$ cat src/rtl/shift_reg_seq_pkg.sv
// Shared definitions for the shift-register sequencer: state encoding and
// the shift-count width derivation.
package shift_reg_seq_pkg;

  typedef enum logic [1:0] {
    StIdle  = 2'd0,
    StLoad  = 2'd1,
    StShift = 2'd2,
    StDone  = 2'd3
  } seq_state_e;

  localparam int unsigned DefaultRegWidth = 8;

  // Enough bits to hold any count from 0 up to and including reg_width.
  function automatic int unsigned cnt_width(input int unsigned reg_width);
    return $clog2(reg_width + 1);
  endfunction

endpackage

$ cat src/rtl/seq_down_counter.sv
// Loadable down-counter holding the number of shift cycles still to issue.
// Saturates at zero.
module seq_down_counter #(
  parameter int unsigned Width = 4
) (
  input  logic             clk_i,
  input  logic             rst_i,
  input  logic             load_i,
  input  logic [Width-1:0] load_val_i,
  input  logic             dec_i,
  output logic [Width-1:0] count_o
);

  logic [Width-1:0] count_q, count_d;

  always_comb begin
    count_d = count_q;
    if (load_i) begin
      count_d = load_val_i;
    end else if (dec_i && (count_q != '0)) begin
      count_d = count_q - Width'(1);
    end
  end

  always_ff @(posedge clk_i or posedge rst_i) begin
    if (rst_i) begin
      count_q <= '0;
    end else begin
      count_q <= count_d;
    end
  end

  assign count_o = count_q;

endmodule

$ cat src/rtl/shift_reg_sequencer.sv
// Moore sequencer that drives an external shift register through a
// load / shift-N / done cycle per accepted command, with abort support.
module shift_reg_sequencer
  import shift_reg_seq_pkg::*;
#(
  parameter int unsigned REG_WIDTH = DefaultRegWidth,
  parameter int unsigned CNT_WIDTH = cnt_width(REG_WIDTH)
) (
  input  logic                 clk,
  input  logic                 reset,
  input  logic                 cmd_valid,
  output logic                 cmd_ready,
  input  logic [REG_WIDTH-1:0] cmd_data,
  input  logic                 cmd_dir,
  input  logic [CNT_WIDTH-1:0] cmd_count,
  input  logic                 abort,
  output logic                 load,
  output logic                 shift_en,
  output logic                 shift_left_right,
  output logic [REG_WIDTH-1:0] data_in,
  output logic                 busy,
  output logic                 done,
  output logic                 aborted
);

  localparam logic [CNT_WIDTH-1:0] MaxCount = CNT_WIDTH'(REG_WIDTH);

  seq_state_e           state_q, state_d;
  logic [REG_WIDTH-1:0] data_q, data_d;
  logic                 dir_q, dir_d;
  logic                 aborted_q, aborted_d;
  logic [CNT_WIDTH-1:0] remaining;
  logic [CNT_WIDTH-1:0] count_clamped;
  logic                 accept;

  assign count_clamped = (cmd_count > MaxCount) ? MaxCount : cmd_count;
  assign accept        = (state_q == StIdle) && cmd_valid;

  seq_down_counter #(
    .Width(CNT_WIDTH)
  ) u_remaining (
    .clk_i     (clk),
    .rst_i     (reset),
    .load_i    (accept),
    .load_val_i(count_clamped),
    .dec_i     (state_q == StShift),
    .count_o   (remaining)
  );

  always_comb begin
    state_d   = state_q;
    data_d    = data_q;
    dir_d     = dir_q;
    aborted_d = aborted_q;
    case (state_q)
      StIdle: begin
        if (cmd_valid) begin
          state_d   = StLoad;
          data_d    = cmd_data;
          dir_d     = cmd_dir;
          aborted_d = 1'b0;
        end
      end
      StLoad: begin
        if (abort) begin
          state_d   = StDone;
          aborted_d = 1'b1;
        end else begin
          state_d = (remaining != '0) ? StShift : StDone;
        end
      end
      StShift: begin
        // The final shift completes normally even if abort arrives with it.
        if (remaining == CNT_WIDTH'(1)) begin
          state_d = StDone;
        end else if (abort) begin
          state_d   = StDone;
          aborted_d = 1'b1;
        end
      end
      StDone: begin
        state_d = StIdle;
      end
      default: begin
        state_d = StIdle;
      end
    endcase
  end

  always_ff @(posedge clk or posedge reset) begin
    if (reset) begin
      state_q   <= StIdle;
      data_q    <= '0;
      dir_q     <= 1'b0;
      aborted_q <= 1'b0;
    end else begin
      state_q   <= state_d;
      data_q    <= data_d;
      dir_q     <= dir_d;
      aborted_q <= aborted_d;
    end
  end

  always_comb begin
    cmd_ready        = (state_q == StIdle);
    busy             = (state_q != StIdle);
    load             = (state_q == StLoad);
    shift_en         = (state_q == StShift);
    done             = (state_q == StDone);
    aborted          = (state_q == StDone) && aborted_q;
    data_in          = data_q;
    shift_left_right = dir_q;
  end

endmodule

$ cat config.mk
export PLATFORM = sky130hd
export DESIGN_NAME = shift_reg_sequencer
export DESIGN_NICKNAME = d
export VERILOG_FILES = /design/src/rtl/shift_reg_seq_pkg.sv /design/src/rtl/seq_down_counter.sv /design/src/rtl/shift_reg_sequencer.sv
export SDC_FILE = /design/constraint.sdc
export NUM_CORES = 1
export LEC_CHECK = 0
export ABC_AREA = 1
export CAP_MARGIN = 20
export CORE_UTILIZATION = 39
export DETAILED_ROUTE_END_ITERATION = 10
export HOLD_SLACK_MARGIN = 0.05
export PLACE_DENSITY = 0.77
export REMOVE_ABC_BUFFERS = 1
export SLEW_MARGIN = 20
export SYNTH_ARGS = -nofsm -noshare
export SYNTH_HDL_FRONTEND = slang
export SYNTH_SLANG_ARGS = --single-unit
$ cat constraint.sdc
create_clock -name clk -period 1.2 [get_ports clk]
set_input_delay 0.24 -clock clk [delete_from_list [all_inputs] [get_ports clk]]
set_output_delay 0.24 -clock clk [all_outputs]
set_load 0.05 [all_outputs]
After elaboration in Yosys (flattened, before gate mapping)
Cells that the tools add are included.

Add/sub/neg operators: 1. $mul: 0. Divide/modulo/power cells: 0. Order comparisons: 1. Equality and inequality tests: 7. Shift operators: 0. Multiplexer cells: 13. Bitwise logic cells: 0. Reduce and logical (&&, ||, !) cells: 11.

Operators with widths (number): $mux W4 (3); $pmux W2 S4 (1); $mux W2 (3); $mux W1 (5); $eq A2 B2 Y1 const B (2); $eq A4 B1 Y1 const B (1); $gt A4 B4 Y1 const B (1); $ne A2 B2 Y1 const B (2); $reduce_and A2 Y1 (2); $reduce_bool A2 Y1 (2); $reduce_bool A4 Y1 (1); $sub A4 B1 Y4 const B (1); $logic_and A1 B1 Y1 (3); $ne A3 B3 Y1 const B (1); $pmux W1 S3 (1); $reduce_and A3 Y1 (1); $reduce_bool A3 Y1 (1); $eq A2 B1 Y1 const B (1); $logic_not A2 Y1 (1).

Flip-flop bits (word level): 16. Bits in latches: 0. Bits in writable memories: 0. Memory bits (read-only): 0. Input port bits: 17. Output and inout bits: 15. Logic and storage cells: 38. Memories: 0.

Depth between registers and ports, before layout
Depth in word-level cells: 4. Depth in mapped cells: 8. Gate-level depth less buffers: 8.

Cells and area by module
Synthesis repeated with hierarchy kept, for this count alone.

Cell total of the unflattened synthesis: 133. Area total of the unflattened synthesis: 934.6 sq um.

Modules (own cells, without submodules): shift_reg_sequencer (instances 1, cells an instance 87, area an instance 649.4 sq um, seq. area each 300.3 sq um); seq_down_counter (instances 1, cells an instance 46, area an instance 285.3 sq um, seq. area each 100.1 sq um).

Worst setup path before layout
No wires, ideal clock.

Path kind: reg-to-reg. Start: register state_q[1]. End: register state_q[0]. Library setup time: 119 ps. Arrival time: 1885 ps. Data required time: 1081 ps. Setup slack: -803 ps. Stages on the path, launching flop included: 8. Buffers on the path: 0. Clock period less this slack: 2003 ps. Path through: dfrtp_1 -> inv_1 -> ha_1 -> inv_1 -> nor2_1 -> a21oi_4 -> o21ai_1 -> nand2_1.

Longest elaborated chain between the ends: 3. Elaborated cells on any way between the ends: 8. Classes of those cells: eq/ne (5); mux (1); reduce/logical (2).

RTL lines: start, declared (RTL line shift_reg_sequencer.sv:28) `seq_state_e state_q, state_d;`; start signal, assigned (RTL line shift_reg_sequencer.sv:92) `state_q <= StIdle;`; start signal, assigned (RTL line shift_reg_sequencer.sv:97) `state_q <= state_d;`; $logic_not A2 Y1 *; via cmd_ready (RTL line shift_reg_sequencer.sv:12) `output logic cmd_ready,`; $ne A2 B2 Y1 (no source line); $reduce_and A2 Y1 (no source line).

Mark *: on every way through the listed nets, which the timed path passes. The rest lies on a longest branch. A chain may end at the register's enable or synchronous reset.

Worst setup path after layout
Start: register state_q[0]. End: output port busy.

Longest elaborated chain between the ends: 1.

RTL lines: $reduce_bool A2 Y1 (RTL line shift_reg_sequencer.sv:106) `busy = (state_q != StIdle);`; end, declared (RTL line shift_reg_sequencer.sv:21) `output logic busy,`.

No other way between the ends.

==> flow_summary.ini <==
[grt]
grt_util_all_layers_pct = 22.4
antenna_found_initial = 0
grt_max_degree = 17
grt_overflow = 0
grt_pass1_wl_um = 4170
grt_pass1_vias = 933

[die]
die-area_sq_um = 2520
coreArea_sq_um = 2190
num_rows = 17
start_util_pct = 41.3
die_h_um = 50.2
die_w_um = 50.2
ioPinCount = 32

[routing]
first_pass_iters = 4
routed_wl_um = 2820
drt_iter0_markers = 14
vias = 969
wl_per_cell_um = 14.1
ant_nets = 0
viasPerCell = 4.85
drc = 0

[sta]
fin_crit_sh_pct = 126
fmax_ghz = 0.661
finClkSkew_ps = 8.93
slew_viol_final = 0
tightest_slew_ps = 400
setup-tns-final_ps = -4620
setup_viol = 22
finalCriticalPeriod_ps = 1510
hold_viol_final = 0
max_slew_margin_pct = 73.3
fin_ws_ps = -313
holdWs_ps = 243
grt_setup_unrepaired = true

[job]
maxCapViolCount = 0

[yosys]
yosysTopAreaCellShare_pct = 44.2
yosysTopAreaCell = dfrtp_1
avgSynthCellArea_sq_um = 8.02
netlist_area_sq_um = 906
ys.warnings.count = 0
netlist_instances = 113
yosysSeqAreaShare_pct = 44.2
synthTopCellsByArea = dfrtp_1, nand2_1, ha_1, inv_1, o21ai_0
yosysUniqueCellTypes = 17
yosys_register_bits = 16

[placed_design]
port-buffer-count = 31
routabilityCongestion = 0.789
hpwl_um = 1750
post-place-ws_ps = -185
dpl.cell_count = 185

[power]
powerDensity_nw_per_um2 = 3260
peakVddDrop_mv = 2.23
total_power_mw = 6.01
power.leakage_nw = 0.879

[outcome]
violations = negative setup slack
status = finished with violations

[cells_and_area]
area_growth_pct = 104
layout.nets = 197
post_layout_nonfiller_instances = 200
multi_input_area_sq_um = 611
seqCellArea_sq_um = 400
drive_above_1_share_pct = 49.4
diodes = 0
nFillCells = 137

[setup_path]
cp_cell_sequence = inv_2 > ha_4 > inv_2 > buf_6 > buf_12
cp_slowest_cell = dfrtp_1
crit_path_end_kind = output port
worst_ep_arrival_time_ps = 1270
setup.worst_path.class = flip-flop to output port
rr_startpoint = state_q[0]$_DFFE_PP0P_
reg2reg_depth = 10
r2r_slack_ps = -250
max_stage_delay_ps = 410
regToRegEndpoint = u_remaining.count_o[0]$_DFFE_PP0P_
cp_data_required_time_ps = 960
cp_common_cell = inv_2
cp_max_fo = 3
startpoint_type = flip-flop

[clocking]
root_buffer = clkbuf_4
clk_pin_slew_worst_paths_ps = 100
cts_tree = done
clock_sinks = 16
cts_max_path_buffers = 2
cts_made_buffers = 3
h-tree-depth = 1
clk_latency_ps = 290

[hold_path]
min_path_type = input pin to async pin
[synth_stat cells]
| master | instances |
|---|---|
| a21oi_4 | 1 |
| buf_2 | 1 |
| buf_6 | 1 |
| dfrtp_1 | 16 |
| ha_1 | 7 |
| inv_1 | 11 |
| inv_2 | 2 |
| nand2_1 | 43 |
| nand2_2 | 5 |
| nand2_4 | 1 |
| nand3_1 | 7 |
| nor2_1 | 3 |
| nor2_2 | 1 |
| nor2_4 | 1 |
| o21ai_0 | 8 |
| o21ai_1 | 4 |
| xor2_1 | 1 |
[through the flow]
step           area, sq um  util (%)
5_1_grt               1850      84.3
2_1_floorplan          890         -
6_report              1850      84.3
3_3_place_gp          1500      68.4
4_1_cts               1730      78.9
3_5_place_dp          1500      68.4
[worst max-delay path: cells and delay by family, from the launching register on]
family / cells / cell delay [ps]
DFF: 1 / 410
buffers and inverters: 4 / 410
adders and majority gates: 1 / 170
[registers in the layout (all words and copies together) (netlist names)]
signal and flops:
data_in 8, aborted_q 1, shift_left_right 1, state_q 2, u_remaining.count_o 4
[cell families (layout without fill, tap and decap cells)]
family          Yosys count  after routing  share of synthesized area (%)
simple gates             61             62                           29.6
buf+inv                  15             73                           7.18
fa+ha+maj                 7              7                           9.67
flops                    16             16                           44.2
compound gates           13             13                           8.43
xor+xnor                  1              1                          0.967
[layout make-up]
| type | count | share of cell area, % |
|---|---|---|
| clock buffer | 4 | 1.96 |
| inverter | 13 | 3.05 |
| multi-input combinational | 83 | 33.1 |
| sequential | 16 | 21.7 |
| tap | 28 | 1.90 |
| timing repair buffer | 56 | 38.3 |
[metal layers]
layer  GRT usage, %  up-vias  part of all wire (%)
met5              0        -                     0
met1           25.0      458                    38
li1               -      468                     -
met2           41.6       41                    55
met3           4.85        2                   6.2
met4           6.67        0                  0.60
[how the worst max path moves through the flow]
| stage | start | to | slack, ps | depth (start not counted) |
|---|---|---|---|---|
| 2_1_floorplan | state_q[1]$_DFFE_PP0P_ | state_q[0]$_DFFE_PP0P_ | -800 | 7 |
| 3_3_place_gp | cmd_valid | u_remaining.count_o[1]$_DFFE_PP0P_ | -110 | 7 |
| 3_5_place_dp | cmd_valid | u_remaining.count_o[0]$_DFFE_PP0P_ | -190 | 7 |
| 4_1_cts | state_q[1]$_DFFE_PP0P_ | load | -300 | 5 |
| 5_1_grt | state_q[0]$_DFFE_PP0P_ | busy | -370 | 5 |
| 6_report | state_q[0]$_DFFE_PP0P_ | busy | -310 | 5 |
[repair_timing]
| action | 4_1_cts | 5_1_grt |
|---|---|---|
| setup endpoints to repair | 22 | 22 |
| gates resized for setup | 35 | 31 |
| setup buffers | 8 | 2 |
| cloned | 1 | 0 |
| pin swaps | 9 | 11 |
| hold endpoints to repair | 0 | 0 |
| hold buffers | 0 | 0 |
[report_power, final]
part | internal [mW] | switching [mW] | total [mW]
clock network | 0.185 | 0.177 | 0.362
logic | 2.22 | 2.36 | 4.58
registers | 0.804 | 0.265 | 1.07
[cell usage in the layout, fill, tap and decap left out]
cell / n
nand2_1: 31
dfrtp_1: 16
clkdlybuf4s50_1: 16
buf_12: 15
buf_6: 14
nand2_2: 13
buf_4: 10
o21ai_1: 7
inv_1: 7
inv_2: 5
nand2_4: 5
nand3_2: 4
ha_4: 4
nand3_1: 3
o21ai_2: 3
ha_1: 3
clkbuf_4: 3
nor2_4: 2
nor2_1: 2
nand2_8: 1
inv_8: 1
o21ai_0: 1
o21ai_4: 1
nor2_2: 1
a21oi_4: 1
xor2_1: 1
clkbuf_8: 1
buf_8: 1
(Power assumes the default switching activity.)
